--- src/rtl/bsg_mem_1r1w_sync_mask_init.sv ---
// Small flop-array memory: one masked write port, one registered read port,
// and a post-reset sweep that zeroes every entry before traffic is accepted.
module bsg_mem_1r1w_sync_mask_init #(
  parameter int width_p                = 16,
  parameter int els_p                  = 2,
  parameter int mask_gran_p            = 8,
  parameter int read_write_same_addr_p = 0,
  localparam int addr_width_lp = (els_p > 2) ? $clog2(els_p) : 1,
  localparam int mask_width_lp = width_p / mask_gran_p
) (
  input  logic                     clk_i,
  input  logic                     reset_n_i,
  output logic                     ready_o,
  input  logic                     w_v_i,
  input  logic [addr_width_lp-1:0] w_addr_i,
  input  logic [width_p-1:0]       w_data_i,
  input  logic [mask_width_lp-1:0] w_mask_i,
  input  logic                     r_v_i,
  input  logic [addr_width_lp-1:0] r_addr_i,
  output logic                     r_v_o,
  output logic [width_p-1:0]       r_data_o
);

  typedef enum logic {INIT, READY} state_e;

  localparam logic [addr_width_lp:0]   els_lp  = (addr_width_lp + 1)'(els_p);
  localparam logic [addr_width_lp-1:0] last_lp = addr_width_lp'(els_p - 1);

  state_e                   state_reg, state_next;
  logic [addr_width_lp-1:0] init_cnt_reg, init_cnt_next;

  logic [width_p-1:0] mem_reg [els_p];

  logic [width_p-1:0]       bit_mask, w_old, w_merged, r_word;
  logic [addr_width_lp-1:0] w_idx, r_idx;
  logic                     w_in_range, r_in_range;
  logic                     init_we, write_en, read_en, collide;

  // Expand each mask bit over its granule of data bits.
  for (genvar gi = 0; gi < mask_width_lp; gi++) begin : g_mask
    assign bit_mask[gi*mask_gran_p +: mask_gran_p] = {mask_gran_p{w_mask_i[gi]}};
  end

  assign w_in_range = {1'b0, w_addr_i} < els_lp;
  assign r_in_range = {1'b0, r_addr_i} < els_lp;
  // Clamp indices so the array is never addressed past its end.
  assign w_idx      = w_in_range ? w_addr_i : '0;
  assign r_idx      = r_in_range ? r_addr_i : '0;

  assign ready_o  = (state_reg == READY);
  assign init_we  = reset_n_i && (state_reg == INIT);
  assign write_en = reset_n_i && ready_o && w_v_i && w_in_range && (|w_mask_i);
  assign read_en  = ready_o && r_v_i;
  assign collide  = w_v_i && r_v_i && w_in_range && r_in_range && (w_addr_i == r_addr_i);

  assign w_old    = mem_reg[w_idx];
  assign w_merged = (w_old & ~bit_mask) | (w_data_i & bit_mask);

  always_comb begin
    r_word = mem_reg[r_idx];
    if (!r_in_range) begin
      r_word = '0;
    end else if ((read_write_same_addr_p != 0) && collide) begin
      r_word = w_merged;
    end
  end

  always_comb begin
    state_next    = state_reg;
    init_cnt_next = init_cnt_reg;
    case (state_reg)
      INIT: begin
        init_cnt_next = init_cnt_reg + 1'b1;
        if (init_cnt_reg == last_lp) begin
          state_next = READY;
        end
      end
      READY: state_next = READY;
      default: state_next = INIT;
    endcase
  end

  always_ff @(posedge clk_i) begin
    if (!reset_n_i) begin
      state_reg    <= INIT;
      init_cnt_reg <= '0;
      r_v_o        <= 1'b0;
      r_data_o     <= '0;
    end else begin
      state_reg    <= state_next;
      init_cnt_reg <= init_cnt_next;
      r_v_o        <= read_en;
      if (read_en) begin
        r_data_o <= r_word;
      end
    end
  end

  // Storage has no reset of its own; the sweep is what clears it.
  always_ff @(posedge clk_i) begin
    if (init_we) begin
      mem_reg[init_cnt_reg] <= '0;
    end else if (write_en) begin
      mem_reg[w_idx] <= w_merged;
    end
  end

endmodule

--- config.mk ---
export PLATFORM = sky130hd
export DESIGN_NAME = bsg_mem_1r1w_sync_mask_init
export DESIGN_NICKNAME = d
export VERILOG_FILES = /design/src/rtl/bsg_mem_1r1w_sync_mask_init.sv
export SDC_FILE = /design/constraint.sdc
export NUM_CORES = 1
export LEC_CHECK = 0
export CAP_MARGIN = 0
export CORE_ASPECT_RATIO = 0.7
export CORE_MARGIN = 3
export CORE_UTILIZATION = 54
export CTS_BUF_LIST = sky130_fd_sc_hd__clkbuf_8
export CTS_CLUSTER_SIZE = 25
export DETAILED_ROUTE_END_ITERATION = 7
export MAX_ROUTING_LAYER = met4
export PLACE_DENSITY = 0.78
export SLEW_MARGIN = 20
export SYNTH_ARGS = -nofsm -noshare
export SYNTH_HDL_FRONTEND = slang
export SYNTH_SLANG_ARGS = --single-unit
export TNS_END_PERCENT = 1
--- constraint.sdc ---
create_clock -name clk_i -period 3.3 [get_ports clk_i]
set_input_delay 0.33 -clock clk_i [delete_from_list [all_inputs] [get_ports clk_i]]
set_output_delay 0.33 -clock clk_i [all_outputs]
set_load 0.02 [all_outputs]
==> qor.csv <==
metric,value,unit
min_path_type,reg2reg,
fin_ws,1261,ps
reg2reg_slack,1280,ps
drcViolationCount,0,
async_flop_share,0,%
ctsResizeCount,0,
fin_crit_sh,61.78,%
p_int,0.001040,W
ys_types,24,
clock_latency,300,ps
viasPerCell,5.775,
worstSetupEndpointType,flip-flop,
met2_usage,30.99,%
drt_wl_total,4659,um
crit_end,mem_reg[1][13],
drtIter0Drc,110,
power.leakage,1.214,nW
r2r_end,mem_reg[1][13],
cts_buffers,5,
io_pins,42,
grt_pass1_wl,7465,um
rows,19,
track_usage,19.95,%
regToRegStartpoint,ready_o,
cts_tree,yes,
synth-simple-area-share,7.318,%
switching_share,26.40,%
synthTopCellsByArea,"edfxtp_1 (41%), dfxtp_1 (16%), mux2i_1 (6.8%)",
crit_required,3300,ps
cap_violations,0,
grt-ovfl-total,0,
yosys-top-cells-count,"edfxtp_1 (32), dfxtp_1 (19), nor2_1 (17)",
synth_area_leader_cell,edfxtp_1,
syn2layout_area_growth,21.47,%
pwr-share-seq,55.9,%
largest_register_ffs,32,
met1_usage,26.07,%
hold_buffers,0,
synthXorXnorAreaFrac,0.3739,%
antenna_found_initial,0,
synth_cells,176,
startpoint_type,primary input,
place_ws,943.5,ps
ys_ff_latch,51,
max_stage_delay,560,ps
ant_nets,0,
seqCellArea,1341,um^2
tightest_slew,759.6,ps
die_w,84.72,um
synthAdderAreaFrac,0,%
period_needed,2039,ps
cts_max_level,2,
gp_congestion,0.7910,
busiest_layer,met2,
muxShareOfSynthArea,15.81,%
critPathKind,in2reg,
skew,3.157,ps
p_comb_share,20.3,%
ir_drop,0.3176,mV
synth_top_family_by_area,multiplexers,
slew_headroom,49.26,%
fmax,490.5,MHz
start_util,57.96,%
cts_root_buffer,clkbuf_8,
finalMaxSlewViolations,0,
rsz0062_at_grt,no,
ys_seq_area_share,57.26,%
core,4041,um^2
nFillCells,274,
avgRoutedWirePerCell,17.45,um
synth_nets,200,
setup_tns,0,ps
nNetsFinal,238,
clkTransAtPathRegs,90,ps
multiInputGateArea,902.1,um^2
netlist.area_leader.share,41.03,%
yosys_most_used_dff,edfxtp_1,
cts_sinks,51,
hold_viol,0,
setup_violations,0,
die_area,5176,um^2
firstDrtPassIters,4,
clk_path_buf_depth,2,
postCtsSetupBuffers,0,
dieHeight,61.10,um
grt_pass1_vias,1500,
netlist_area,2342,um^2
syn_area_per_cell,13.31,um^2
worstPathCellList,clkdlybuf4s50_1 -> nand3_2 -> o32ai_2 -> buf_4,
drive_above_1_share,17.21,%
r2r_cells,3,
pwr_density_cell,496.6,nW/um^2
portBuffers,41,
p_sw,0.0003730,W
vias,1542,
status,finished clean,
synth_edf_count,32,
synth-compound-area-share,14.32,%
dp_hpwl,3394,um
grt_util_met3,4.679,%
crit_path_start,reset_n_i,
grt_max_degree,33,
cp_max_fo,18,
clkPwrFrac,23.8,%
crit_arrival,2040,ps
post-synth-top-count-cell,edfxtp_1,
worst_path_max_delay_cell,o32ai_2,
antenna_cells,0,
yosys_warnings,0,
[worst max-delay path: cells and delay by family]
family                 cells  cell delay, ps
buffers and inverters      2             790
AO/OA/AOI/OAI              1             560
AND/OR/NAND/NOR            1             350
[stage by stage]
| step | hold WS [ps] | instance area (um^2) | utilization, % | total power (W) | cells |
|---|---|---|---|---|---|
| floorplan | 489.2 | 2342 | - | 0.0009776 | 176 |
| global placement | 479.9 | 2763 | 68.36 | 0.001081 | 259 |
| detailed placement | 490.3 | 2763 | 68.36 | 0.001093 | 259 |
| CTS | 514.6 | 2844 | 70.37 | 0.001422 | 267 |
| global route | 530.1 | 2845 | 70.40 | 0.001474 | 267 |
| finish | 511.3 | 2845 | 70.40 | 0.001413 | 267 |
[how the worst min path moves through the flow]
stage	end	slack (ps)	cells past startpoint	from
2_1_floorplan	r_v_o	490	1	r_v_i
3_3_place_gp	r_data_o[3]	480	1	r_data_o[3]
3_5_place_dp	r_data_o[5]	490	1	r_data_o[5]
4_1_cts	r_data_o[2]	510	1	r_data_o[2]
5_1_grt	r_data_o[4]	530	1	r_data_o[4]
6_report	r_data_o[2]	510	1	r_data_o[2]
[power groups by stage]
| stage | clock, W | combinational, W | sequential (W) |
|---|---|---|---|
| floorplan | 0 | 0.000154 | 0.000823 |
| global placement | 0 | 0.000281 | 0.000800 |
| detailed placement | 0 | 0.000288 | 0.000805 |
| CTS | 0.000342 | 0.000290 | 0.000790 |
| global route | 0.000369 | 0.000309 | 0.000797 |
| finish | 0.000336 | 0.000287 | 0.000790 |
[cell usage in the layout (no fill, tap or decap)]
| cell | n |
|---|---|
| clkdlybuf4s50_1 | 41 |
| edfxtp_1 | 32 |
| dfxtp_1 | 19 |
| nor2_1 | 17 |
| mux2i_1 | 16 |
| nand2_1 | 16 |
| o211a_1 | 16 |
| a22oi_1 | 10 |
| mux2_4 | 8 |
| mux2_2 | 8 |
| a22oi_2 | 6 |
| clkbuf_8 | 5 |
| buf_4 | 5 |
| inv_1 | 4 |
| nor2b_1 | 2 |
| o32ai_2 | 2 |
| nand3_2 | 1 |
| nand2b_1 | 1 |
| and2_2 | 1 |
| and3_1 | 1 |
| o21a_1 | 1 |
| xnor2_1 | 1 |
| and2_1 | 1 |
| clkinv_2 | 1 |
[routing by layer]
metal / vias up / wire length (um)
met3: 8 / 343
met4: 0 / 84
met5: - / 0
met1: 751 / 2146
li1: 727 / -
met2: 56 / 2085
[cells by family after synthesis]
| group | Yosys count |
|---|---|
| flops | 51 |
| simple gates | 40 |
| compound gates | 35 |
| mux | 32 |
| buf+inv | 17 |
| xor+xnor | 1 |
[layout make-up]
| type | count | area share (%) |
|---|---|---|
| clock inverter | 3 | 0.4398 |
| timing repair buffer | 46 | 15.74 |
| tap | 52 | 2.287 |
| inverter | 2 | 0.2639 |
| sequential | 51 | 47.14 |
| clock buffer | 5 | 2.419 |
| multi-input combinational | 108 | 31.71 |
No activity file was read; power rests on OpenSTA's default activity.
